`config.mk`:
```
export PLATFORM = sky130hd
export DESIGN_NAME = seg7_scan_driver
export DESIGN_NICKNAME = d
export VERILOG_FILES = /design/src/rtl/seg7_scan_driver.sv
export SDC_FILE = /design/constraint.sdc
export NUM_CORES = 1
export LEC_CHECK = 0
export BUFFER_PORTS_ARGS = -buffer_cell sky130_fd_sc_hd__buf_2
export CORE_MARGIN = 2
export CORE_UTILIZATION = 55
export CTS_CLUSTER_DIAMETER = 30
export DETAILED_ROUTE_END_ITERATION = 6
export PLACE_DENSITY_LB_ADDON = 0.15
export SYNTH_ARGS = -nofsm -noshare
export SYNTH_HDL_FRONTEND = slang
export SYNTH_SLANG_ARGS = --single-unit
export TNS_END_PERCENT = 1
```
`constraint.sdc`:
```
create_clock -name clk -period 2.2 [get_ports clk]
set_input_delay 0.33 -clock clk [delete_from_list [all_inputs] [get_ports clk]]
set_output_delay 0.33 -clock clk [all_outputs]
set_load 0.05 [all_outputs]
```
`src/rtl/seg7_scan_driver.sv`:
```
// Multiplexed common-anode seven-segment driver: shadow-latched digits, prescaled scan,
// one dark guard cycle per slot, registered active-low pins. Optional: LEADING_ZERO_BLANK_EN.
module seg7_scan_driver #(
    parameter int DIGITS  = 4,
    parameter int CLK_DIV = 100000
) (
    input  logic                  clk,
    input  logic                  reset,
    input  logic                  load,
    input  logic [4*DIGITS-1:0]   value,
    input  logic [DIGITS-1:0]     dp_in,
    input  logic [DIGITS-1:0]     blank,
    output logic [6:0]            seven,
    output logic                  dp,
    output logic [DIGITS-1:0]     anode,
    output logic                  frame_start
);
    localparam int PRE_W = $clog2(CLK_DIV);
    localparam int IDX_W = $clog2(DIGITS);
    localparam logic [PRE_W-1:0] PRE_LAST = PRE_W'(CLK_DIV - 1);
    localparam logic [IDX_W-1:0] IDX_LAST = IDX_W'(DIGITS - 1);

    logic [PRE_W-1:0]    prescaler_q, prescaler_d;
    logic [IDX_W-1:0]    idx_q, idx_d;
    logic [4*DIGITS-1:0] sh_value_q, sh_value_d;
    logic [DIGITS-1:0]   sh_dp_q, sh_dp_d;
    logic [DIGITS-1:0]   sh_blank_q, sh_blank_d;
    logic [6:0]          seven_q, seven_d;
    logic                dp_q, dp_d;
    logic [DIGITS-1:0]   anode_q, anode_d;
    logic                frame_start_q, frame_start_d;
    logic                tick;
    logic [3:0]          cur_nib;
    logic [DIGITS-1:0]   lz_mask;

    function automatic logic [6:0] decode(input logic [3:0] nib);
        case (nib)
            4'h0:    decode = 7'b0000001;
            4'h1:    decode = 7'b1001111;
            4'h2:    decode = 7'b0010010;
            4'h3:    decode = 7'b0000110;
            4'h4:    decode = 7'b1001100;
            4'h5:    decode = 7'b0100100;
            4'h6:    decode = 7'b0100000;
            4'h7:    decode = 7'b0001111;
            4'h8:    decode = 7'b0000000;
            4'h9:    decode = 7'b0000100;
            4'hA:    decode = 7'b0001000;
            4'hB:    decode = 7'b1100000;
            4'hC:    decode = 7'b0110001;
            4'hD:    decode = 7'b1000010;
            4'hE:    decode = 7'b0110000;
            default: decode = 7'b0111000;
        endcase
    endfunction

`ifdef LEADING_ZERO_BLANK_EN
    // Walk down from the top digit; a digit is suppressed while everything above it is zero.
    always_comb begin
        logic upper_zero;
        upper_zero = 1'b1;
        lz_mask    = '0;
        for (int unsigned i = DIGITS - 1; i >= 1; i--) begin
            upper_zero = upper_zero & (sh_value_q[4*i +: 4] == 4'h0);
            lz_mask[i] = upper_zero;
        end
    end
`else
    assign lz_mask = '0;
`endif

    assign tick    = (prescaler_q == PRE_LAST);
    assign cur_nib = sh_value_q[{idx_q, 2'b00} +: 4];

    always_comb begin
        prescaler_d   = tick ? '0 : prescaler_q + PRE_W'(1);
        idx_d         = idx_q;
        frame_start_d = 1'b0;
        if (tick) begin
            idx_d         = (idx_q == IDX_LAST) ? '0 : idx_q + IDX_W'(1);
            frame_start_d = (idx_q == IDX_LAST);
        end

        sh_value_d = sh_value_q;
        sh_dp_d    = sh_dp_q;
        sh_blank_d = sh_blank_q;
        if (load) begin
            sh_value_d = value;
            sh_dp_d    = dp_in;
            sh_blank_d = blank;
        end

        // Guard cycle: everything dark while the index is about to change.
        anode_d = '1;
        seven_d = '1;
        dp_d    = 1'b1;
        if (!tick) begin
            anode_d = ~(DIGITS'(1) << idx_q);
            seven_d = (sh_blank_q[idx_q] || lz_mask[idx_q]) ? 7'b1111111 : decode(cur_nib);
            dp_d    = sh_blank_q[idx_q] ? 1'b1 : ~sh_dp_q[idx_q];
        end
    end

    always_ff @(posedge clk) begin
        if (reset) begin
            prescaler_q   <= '0;
            idx_q         <= '0;
            sh_value_q    <= '0;
            sh_dp_q       <= '0;
            sh_blank_q    <= '0;
            seven_q       <= '1;
            dp_q          <= 1'b1;
            anode_q       <= '1;
            frame_start_q <= 1'b0;
        end else begin
            prescaler_q   <= prescaler_d;
            idx_q         <= idx_d;
            sh_value_q    <= sh_value_d;
            sh_dp_q       <= sh_dp_d;
            sh_blank_q    <= sh_blank_d;
            seven_q       <= seven_d;
            dp_q          <= dp_d;
            anode_q       <= anode_d;
            frame_start_q <= frame_start_d;
        end
    end

    assign seven       = seven_q;
    assign dp          = dp_q;
    assign anode       = anode_q;
    assign frame_start = frame_start_q;
endmodule

```
==> flow_summary.toml <==
[run_status]
outcome = "finished, final reports clean"

[drt]
vias_per_cell = 5.34
antenna_left = 0
drtIter0Drc = 143
drt-total-wl_um = 4450
drc_errors = 0
drt_first_pass_iters = 4
vias = 1857
post_drt_wl_per_cell_um = 12.8

[clock_network]
post_cts_buffers = 0
clock_sinks = 56
tritoncts = "done"
root_buffer = "clkbuf_8"
cts_hold_buf = 0
clockBufferDepth = 2
htreeDepth = 2
numCtsBuffers = 5
ctsResizeCount = 0
cts.clk_slew.worst_paths_ns = 0.10
clkLatencyLatePin_ns = 0.30

[setup_path]
crit_fanout = 6
cp-end-kind = "register"
cp_data_required_time_ns = 2.39
r2r-start = "idx_q[0]"
cp-start-kind = "register"
r2r_slack_ns = 0.20
ff2ff_path_depth = 6
worstSetupPathType = "reg2reg"
timing.rr.end = "seven[6]"
critPathArrivalTime_ns = 2.20

[sta]
finalCritPeriodShare_pct = 91.1
worstMarginPinSlew_ns = 0.677
fmax_ghz = 0.499
finalHoldViolations = 0
final-max-slew-violation-count = 0
setup_tns_ns = 0
relSlewSlack_pct = 54.9
fin_crit_ns = 2.00
fin_skew_ns = 0.00583
rsz0062_at_grt = "false"
setup_violations = 0
holdWs_ns = 0.261

[placed_design]
gp_congestion = 0.883
port_buffers = 39
hpwl_um = 3220

[worst_hold_path]
hp-start = "value[10]"
min_path_cells = 3
holdPathEnd = "sh_value_q[10]"
hp-class = "in2reg"

[grt]
grt_pass1_wl_um = 7800
grt_usage_pct = 19.0
grt_pass1_vias = 1746
overflow = 0
grt_max_degree = 30
antenna_found_initial = 0

[cells_and_area]
fillers = 357
insertedDiodeCount = 0
nets = 335
syn_to_final_growth_pct = 14.7
drive_gt1_share_pct = 20.9

[logic_synthesis]
syn-instance-count = 254
synth_seq_cells = 56
synth_flop_cell = "dfxtp_1"
synth_cell_types = 35
syn_area_sq_mm = 0.00248
ys_seq_area_share_pct = 45.2
synth_top_area_share_pct = 45.2
synth_nets = 292
synth_commonest_cells = "dfxtp_1 (56), nor2_1 (47), mux2i_1 (31)"
synth_area_leaders = "dfxtp_1 (45%), mux2i_1 (13%), nor2_1 (7.1%)"
yosysTopAreaCell = "dfxtp_1"
yosysWarnings = 0
synth_enable_flop_cells = 0
synth_most_common_cell = "dfxtp_1"
avgSynthCellArea_sq_um = 9.76
async_reset_ff_share_pct = 0

[pwr]
p_leak_nw = 1.23
power.density_mw_per_mm2 = 691
ir_drop_mv = 0.438
power_mw = 1.96

[floorplanning]
chipWidth_um = 71.2
start_util_pct = 57.0
top_level_ports = 40
num_rows = 24
core-area_sq_mm = 0.00435
dieHeight_um = 71.2
die_area_sq_mm = 0.00506

[job]
drv_cap = 0
## through the flow
| stage | util, % | cells | instance area (sq um) | worst slack, ns |
|---|---|---|---|---|
| 2_1_floorplan | - | 254 | 2480 | 0.264 |
| 3_3_place_gp | 63.1 | 342 | 2750 | 0.309 |
| 3_5_place_dp | 63.1 | 342 | 2750 | 0.234 |
| 4_1_cts | 65.3 | 348 | 2850 | 0.211 |
| 5_1_grt | 65.3 | 348 | 2850 | 0.0781 |
| 6_report | 65.3 | 348 | 2850 | 0.197 |
## state kept, by name, summed over array words and instances (netlist names)
register,count
sh_value_q,16
prescaler_q,17
seven,7
idx_q,2
anode,4
sh_dp_q,4
frame_start,1
dp,1
sh_blank_q,4
## cell families after synthesis
group | synth area share, %
AO/OA/AOI/OAI | 5.50
buffers and inverters | 3.23
multiplexers | 17.3
adder cells (fa/ha/maj) | 5.55
XOR/XNOR | 4.94
flip-flops | 45.2
AND/OR/NAND/NOR | 18.3
## layout make-up
cell class	count	area, sq um	share of cell area (%)
clock buffer	5	68.8	2.42
clock inverter	1	30.0	1.06
sequential	56	1120	39.4
tap	52	65.1	2.29
inverter	5	18.8	0.660
multi-input combinational	181	1280	44.9
timing repair buffer	48	263	9.23
## worst max-delay path, cell delays in order (launching register included)
cell and delay, ns:
dfxtp_1 0.47, mux4_2 0.62, ha_1 0.28, nor3b_1 0.24, a21oi_1 0.07, a21oi_1 0.15
o21ai_0 0.08
## placed cells by master, fill, tap and decap left out, types with 4 or more instances in the layout
| cell type | synthesis | final |
|---|---|---|
| xnor2_1 | 5 | 5 |
| inv_1 | 5 | 5 |
| nand4_1 | 4 | 4 |
| nand3_1 | 4 | 4 |
| or3_1 | 4 | 4 |
| xor2_1 | 9 | 9 |
| clkbuf_8 | 0 | 5 |
| nand2_1 | 20 | 20 |
| o21ai_0 | 6 | 6 |
| mux4_2 | 4 | 4 |
| buf_4 | 0 | 9 |
| ha_1 | 11 | 11 |
| dfxtp_1 | 56 | 56 |
| a211oi_1 | 4 | 4 |
| mux2i_1 | 31 | 31 |
| a21oi_1 | 9 | 9 |
| nor2_1 | 47 | 47 |
| buf_2 | 6 | 39 |
## report_power, final
group | internal, mW | total, mW | switching, mW
combinational | 0.0966 | 0.244 | 0.148
clock | 0.327 | 0.640 | 0.313
sequential | 1.06 | 1.08 | 0.0215
## worst max-delay path by stage
| stage | startpoint | end | slack (ns) |
|---|---|---|---|
| after detailed placement | idx_q[0] | seven[6] | 0.23 |
| after CTS | idx_q[0] | seven[6] | 0.21 |
| final | idx_q[0] | seven[6] | 0.20 |
| after global placement | idx_q[0] | seven[6] | 0.31 |
| after global routing | idx_q[0] | seven[6] | 0.08 |
| after floorplan | idx_q[1] | seven[6] | 0.26 |
## metal layers
layer	global-route usage [%]	share of wire (%)	vias to the layer above
met2	29.9	44	44
met4	6.50	1.1	0
met3	3.70	4.5	5
li1	-	-	955
met1	26.3	51	853
met5	0	0	-
Note: power is estimated with default switching activity, not from simulation.
